[src/rtl/barcode_sha_padder.sv]
// barcode_sha_padder: packs 16-bit barcode codes into one fully padded SHA-256 block; optional SHA_PAD_DEDUP_EN drops repeats.
// Latency: word 0 valid the cycle after the final accept or flush, then one word per cycle.
// Backpressure: code_ready low for the whole emission; word_out holds while word_ready is low.
module barcode_sha_padder #(
  parameter int CODES = 1
) (
  input  logic        CLK_50M,
  input  logic        reset,
  input  logic [15:0] code_in,
  input  logic        code_valid,
  output logic        code_ready,
  input  logic        flush,
  output logic [31:0] word_out,
  output logic        word_valid,
  input  logic        word_ready,
  output logic        word_first,
  output logic        word_last,
  output logic [4:0]  codes_held,
  output logic        dup_drop
);

  typedef enum logic {FILL = 1'b0, EMIT = 1'b1} state_t;

  state_t      state, state_nxt;
  logic [15:0] code_buf [0:31];
  logic [4:0]  n;
  logic [4:0]  n_after;
  logic [3:0]  w;
  logic [8:0]  bit_len;
  logic [7:0]  blk [0:63];
  logic        accept, is_dup, store, word_hs;

  assign accept  = code_valid && code_ready;
  assign store   = accept && !is_dup;
  assign n_after = n + {4'b0000, store};
  assign word_hs = word_valid && word_ready;
  assign bit_len = {n, 4'b0000};

`ifdef SHA_PAD_DEDUP_EN
  logic [15:0] last_code;
  logic        last_vld;
  logic        dup_q;

  // Repeat memory survives block boundaries; only reset forgets it.
  assign is_dup   = last_vld && (code_in == last_code);
  assign dup_drop = dup_q;

  always_ff @(posedge CLK_50M or posedge reset) begin
    if (reset) begin
      last_code <= '0;
      last_vld  <= 1'b0;
      dup_q     <= 1'b0;
    end else begin
      dup_q <= accept && is_dup;
      if (store) begin
        last_code <= code_in;
        last_vld  <= 1'b1;
      end
    end
  end
`else
  assign is_dup   = 1'b0;
  assign dup_drop = 1'b0;
`endif

  always_ff @(posedge CLK_50M or posedge reset) begin
    if (reset) state <= FILL;
    else       state <= state_nxt;
  end

  always_comb begin
    state_nxt = state;
    case (state)
      FILL: if ((store && n_after == 5'(CODES)) || (flush && n_after != 5'd0))
              state_nxt = EMIT;
      EMIT: if (word_hs && w == 4'd15)
              state_nxt = FILL;
      default: state_nxt = FILL;
    endcase
  end

  always_comb begin
    code_ready = (state == FILL);
    word_valid = (state == EMIT);
    word_first = word_valid && (w == 4'd0);
    word_last  = word_valid && (w == 4'd15);
    word_out   = word_valid ? {blk[{w, 2'd0}], blk[{w, 2'd1}], blk[{w, 2'd2}], blk[{w, 2'd3}]}
                            : 32'h0;
    codes_held = n;
  end

  always_ff @(posedge CLK_50M or posedge reset) begin
    if (reset) begin
      n <= '0;
      w <= '0;
      for (int i = 0; i < 32; i++) code_buf[i] <= '0;
    end else begin
      if (store) begin
        code_buf[n] <= code_in;
        n           <= n + 5'd1;
      end
      // w wraps to 0 naturally after word 15.
      if (word_hs) begin
        w <= w + 4'd1;
        if (w == 4'd15) n <= '0;
      end
    end
  end

  // Stale buffer entries beyond n are masked by the b < 2n test.
  always_comb begin
    for (int b = 0; b < 64; b++) begin
      blk[6'(b)] = 8'h00;
      if (5'(b / 2) < n)
        blk[6'(b)] = b[0] ? code_buf[5'(b / 2)][7:0] : code_buf[5'(b / 2)][15:8];
      else if (6'(b) == {n, 1'b0})
        blk[6'(b)] = 8'h80;
      else if (b == 62)
        blk[6'(b)] = {7'b0000000, bit_len[8]};
      else if (b == 63)
        blk[6'(b)] = bit_len[7:0];
    end
  end

endmodule

[config.mk]
export PLATFORM = sky130hd
export DESIGN_NAME = barcode_sha_padder
export DESIGN_NICKNAME = d
export VERILOG_FILES = /design/src/rtl/barcode_sha_padder.sv
export SDC_FILE = /design/constraint.sdc
export NUM_CORES = 1
export LEC_CHECK = 0
export ABC_AREA = 0
export CORE_MARGIN = 2
export CORE_UTILIZATION = 54
export DETAILED_ROUTE_END_ITERATION = 8
export HOLD_SLACK_MARGIN = 0.08
export PLACE_DENSITY = 0.76
export SLEW_MARGIN = 10
export SYNTH_ARGS = -nofsm -noshare
export SYNTH_HDL_FRONTEND = slang
export SYNTH_SLANG_ARGS = --single-unit
[constraint.sdc]
create_clock -name CLK_50M -period 8.8 [get_ports CLK_50M]
set_input_delay 1.32 -clock CLK_50M [delete_from_list [all_inputs] [get_ports CLK_50M]]
set_output_delay 1.32 -clock CLK_50M [all_outputs]
set_load 0.05 [all_outputs]
==> impl_metrics.csv <==
group,metric,value,unit
outcome,status,"finished clean",
logic_synthesis,post_synth_mux_area_share,23.2,%
setup_path,cp.buffers_inverters,3,
setup_path,reg2reg_to,"code_buf[256]",
grt,initial_antenna_violation_count,0,
layout,layout.area.seq,6660,µm²
setup_path,cpMaxStageDelayCell,"clkdlybuf4s50_1",
place,gp_congestion,0.918,
grt,grt.total_usage,26.3,%
clocking,cts_num_sinks,266,
routing,detail-route-antenna-nets,0,
clocking,cts_setup_buffers,0,
logic_synthesis,synth_simple_gate_area_share,6.07,%
setup_path,timing.setup.critical_path_class,"reg -> out",
timing,timing.final.crit_period,5.85,ns
logic_synthesis,synth_compound_area_share,12.5,%
routing,routed_via_density,6.62,
clocking,cts_hold_buffers,0,
layout,nNetsFinal,1029,
logic_synthesis,synth.cell_area,12500,µm²
routing,post_route_drc,0,
clocking,cts_repair_resize_count,0,
timing,maxClockFrequency,171,MHz
timing,setup_tns,0,ns
logic_synthesis,mappedNetlistNets,1003,
floorplan,dieWidth,156,µm
logic_synthesis,synthAdderAreaFrac,0.802,%
grt,grt_overflow_total,0,
logic_synthesis,synth-seq-area-share,53.3,%
layout,finish.utilization,61.8,%
setup_path,reg2reg_slack,5.79,ns
setup_path,crit_path_cell_trace,"buf_4 -> clkinv_1 -> nand2_1 -> a221oi_1 -> or3_1 -> nor3_1 -> clkdlybuf4s50_1",
hold_path,hold-path-endpoint,"code_buf[301]",
grt,pin_count_of_the_biggest_net_entering_global_routing,144,
place,port_buffers,61,
grt,grt_first_pass_wirelength,49800,µm
timing,fin_worst_skew,0.0243,ns
setup_path,rr_startpoint,"codes_held[1]",
setup_path,endpoint_kind,"output pin",
clocking,tritoncts,"built",
timing,timing.final.hold_violations,0,
clocking,cts_inserted_buffers,27,
routing,routed_wl,31100,µm
floorplan,area_enclosed_by_the_die_boundary,24400,µm²
pwr,max-vdd-ir-drop,0.240,mV
pwr,p_total,0.00458,W
floorplan,die_h,156,µm
run,maxCapViolations,0,
floorplan,effective_utilization_at_floorplan,55.1,%
pwr,cellPowerDensity,328,nW/µm²
routing,drt-initial-drc-count,605,
timing,unrepaired_setup_endpoints_after_global_routing,"no",
logic_synthesis,yosysUniqueCellTypes,53,
logic_synthesis,dominantRegCellSynth,"dfrtp_1",
grt,vias_in_the_first_global_route,8777,
hold_path,worstHoldPathType,"reg -> reg",
floorplan,boundaryPins,63,
clocking,clk_latency,0.54,ns
layout,layout_common_cells,"dfrtp_1, mux2_2, a221oi_1, clkdlybuf4s50_1, nand2_1",
layout,final.fill_count,1750,
routing,routed_vias,8632,
timing,max_slew_margin,20.2,%
logic_synthesis,dominant_combinational_cell_family_by_area_after_synthesis,"multiplexers",
clocking,cts_max_path_buffers,3,
layout,multiInputGateArea,5380,µm²
logic_synthesis,synth-seq-cells,266,
routing,final_routed_wire_length_divided_by_cell_count,23.9,µm
hold_path,min_path_cells,1,
clocking,cts.clk_slew.worst_paths,0.06,ns
floorplan,row_count,55,
logic_synthesis,number_of_flops_mapped_to_enable_cells_by_yosys,0,
layout,layout-drive-gt1-share,32.7,%
setup_path,largest_fanout_of_any_net_on_the_critical_path,54,
logic_synthesis,synth-xor-area-share,0.351,%
setup_path,worstPathRequired,7.48,ns
timing,slew_violations,0,
clocking,htree_levels,1,
pwr,total_leakage_power,6.39,nW
setup_path,path_delay_family,"buffers and inverters",
logic_synthesis,post_synth.cell_area_avg,12.8,µm²
setup_path,critPathLaunchType,"flop",
layout,synthToLayoutAreaGrowth,12.0,%
floorplan,coreArea,22600,µm²
place,hpwlAfterDp,18600,µm
layout,final_common_cell,"dfrtp_1",
logic_synthesis,async_reset_ff_share,100,%
routing,detail_route.first_pass.iterations,5,
setup_path,ff2ff_path_depth,4,
logic_synthesis,synthesis.yosys.warnings,256,
setup_path,critPathMaxStageDelay,0.85,ns
timing,setup-violations-final,0,
logic_synthesis,syn-instance-count,974,
clocking,clockRootBuffer,"clkbuf_16",
timing,worstMarginPinSlew,1.19,ns
timing,fraction_of_the_cycle_the_final_worst_path_needs,66.5,%
layout,antennaDiodeCount,0,
setup_path,arrival,4.53,ns
hold_path,worst_hold_startpoint,"code_buf[301]",
worst reg2reg max path: stages (launching register included):
cell and delay (ns):
dfrtp_1 0.90, ha_1 0.34, nand2_1 0.21, nor2_2 1.00, mux2_2 0.43
cells by family after synthesis:
logic type	after synthesis
muxes	258
and+or+nand+nor	153
buffers and inverters	94
other	1
xor gates and xnor gates	5
DFF	266
adders and majority gates	8
AOI/OAI and AO/OA	189
sequential cells by signal, summed over array words and instances, names as in the netlist:
name	count
code_buf	256
codes_held	5
w	4
word_valid	1
stage by stage:
step / hold WS (ns) / std cells / cell area (µm²) / setup WS (ns)
after floorplan: 0.469 / 974 / 12500 / 0.155
after detailed placement: 0.495 / 1256 / 13200 / 3.53
after global placement: 0.487 / 1256 / 13200 / 3.56
after global routing: 0.513 / 1304 / 14000 / 2.75
final: 0.506 / 1304 / 14000 / 2.95
after CTS: 0.508 / 1304 / 14000 / 2.97
synth_stat cells (2+ instances only):
cell type / instances / area (µm²)
nor2_1: 18 / 67.6
mux2i_1: 2 / 20.0
buf_4: 18 / 135
or3_1: 16 / 100
nor2_4: 3 / 33.8
mux2_2: 256 / 2880
o221ai_1: 2 / 17.5
a211oi_1: 2 / 15.0
xnor2_1: 3 / 26.3
nand4_1: 4 / 25.0
inv_1: 10 / 37.5
o31a_1: 3 / 26.3
nor2_2: 12 / 75.1
or2_2: 2 / 12.5
nor3_1: 20 / 100
nor4_1: 2 / 12.5
buf_1: 16 / 60.1
dfrtp_1: 266 / 6660
a221oi_1: 105 / 920
buf_2: 21 / 105
nor2b_1: 2 / 12.5
clkinv_1: 2 / 7.51
nand3_1: 7 / 35.0
clkbuf_1: 26 / 97.6
nor4b_1: 2 / 17.5
a311o_1: 15 / 150
a21oi_1: 16 / 80.1
o211ai_1: 5 / 37.5
nand2_1: 58 / 218
o21ai_0: 11 / 55.1
and2_1: 2 / 12.5
xor2_1: 2 / 17.5
ha_1: 8 / 100
and3_1: 2 / 12.5
o31ai_1: 17 / 128
final cells by class:
type | instances | share of cell area, %
multi-input cells | 614 | 38.4
well taps | 285 | 2.55
repair buffers | 79 | 5.33
flip-flops and latches | 266 | 47.6
clock inverters | 5 | 0.233
inverters | 12 | 0.376
clock buffers | 43 | 5.47
per-layer routing:
layer  up-vias  wire length [µm]  GRT usage [%]
li1       3758                 -              -
met1      4503             13700           37.6
met2       327             14900           43.0
met3        44              1990           3.67
met4         0               517           6.25
met5         -                 0              0
report_power, final:
group | internal, W | total, W | switching [W]
clock network | 0.000595 | 0.00106 | 0.000465
registers | 0.00147 | 0.00167 | 0.000202
logic | 0.000677 | 0.00185 | 0.00117
how the worst max path moves through the flow:
stage | cells after the start | slack [ns] | start | endpoint
after floorplan | 1 | 0.15 | reset | code_buf[256]
after global placement | 7 | 3.56 | w[2] | word_out[19]
after detailed placement | 7 | 3.53 | w[2] | word_out[26]
after CTS | 7 | 2.97 | w[2] | word_out[26]
after global routing | 7 | 2.75 | w[2] | word_out[17]
final | 7 | 2.95 | w[2] | word_out[26]
No activity file was read; power rests on OpenSTA's default activity.
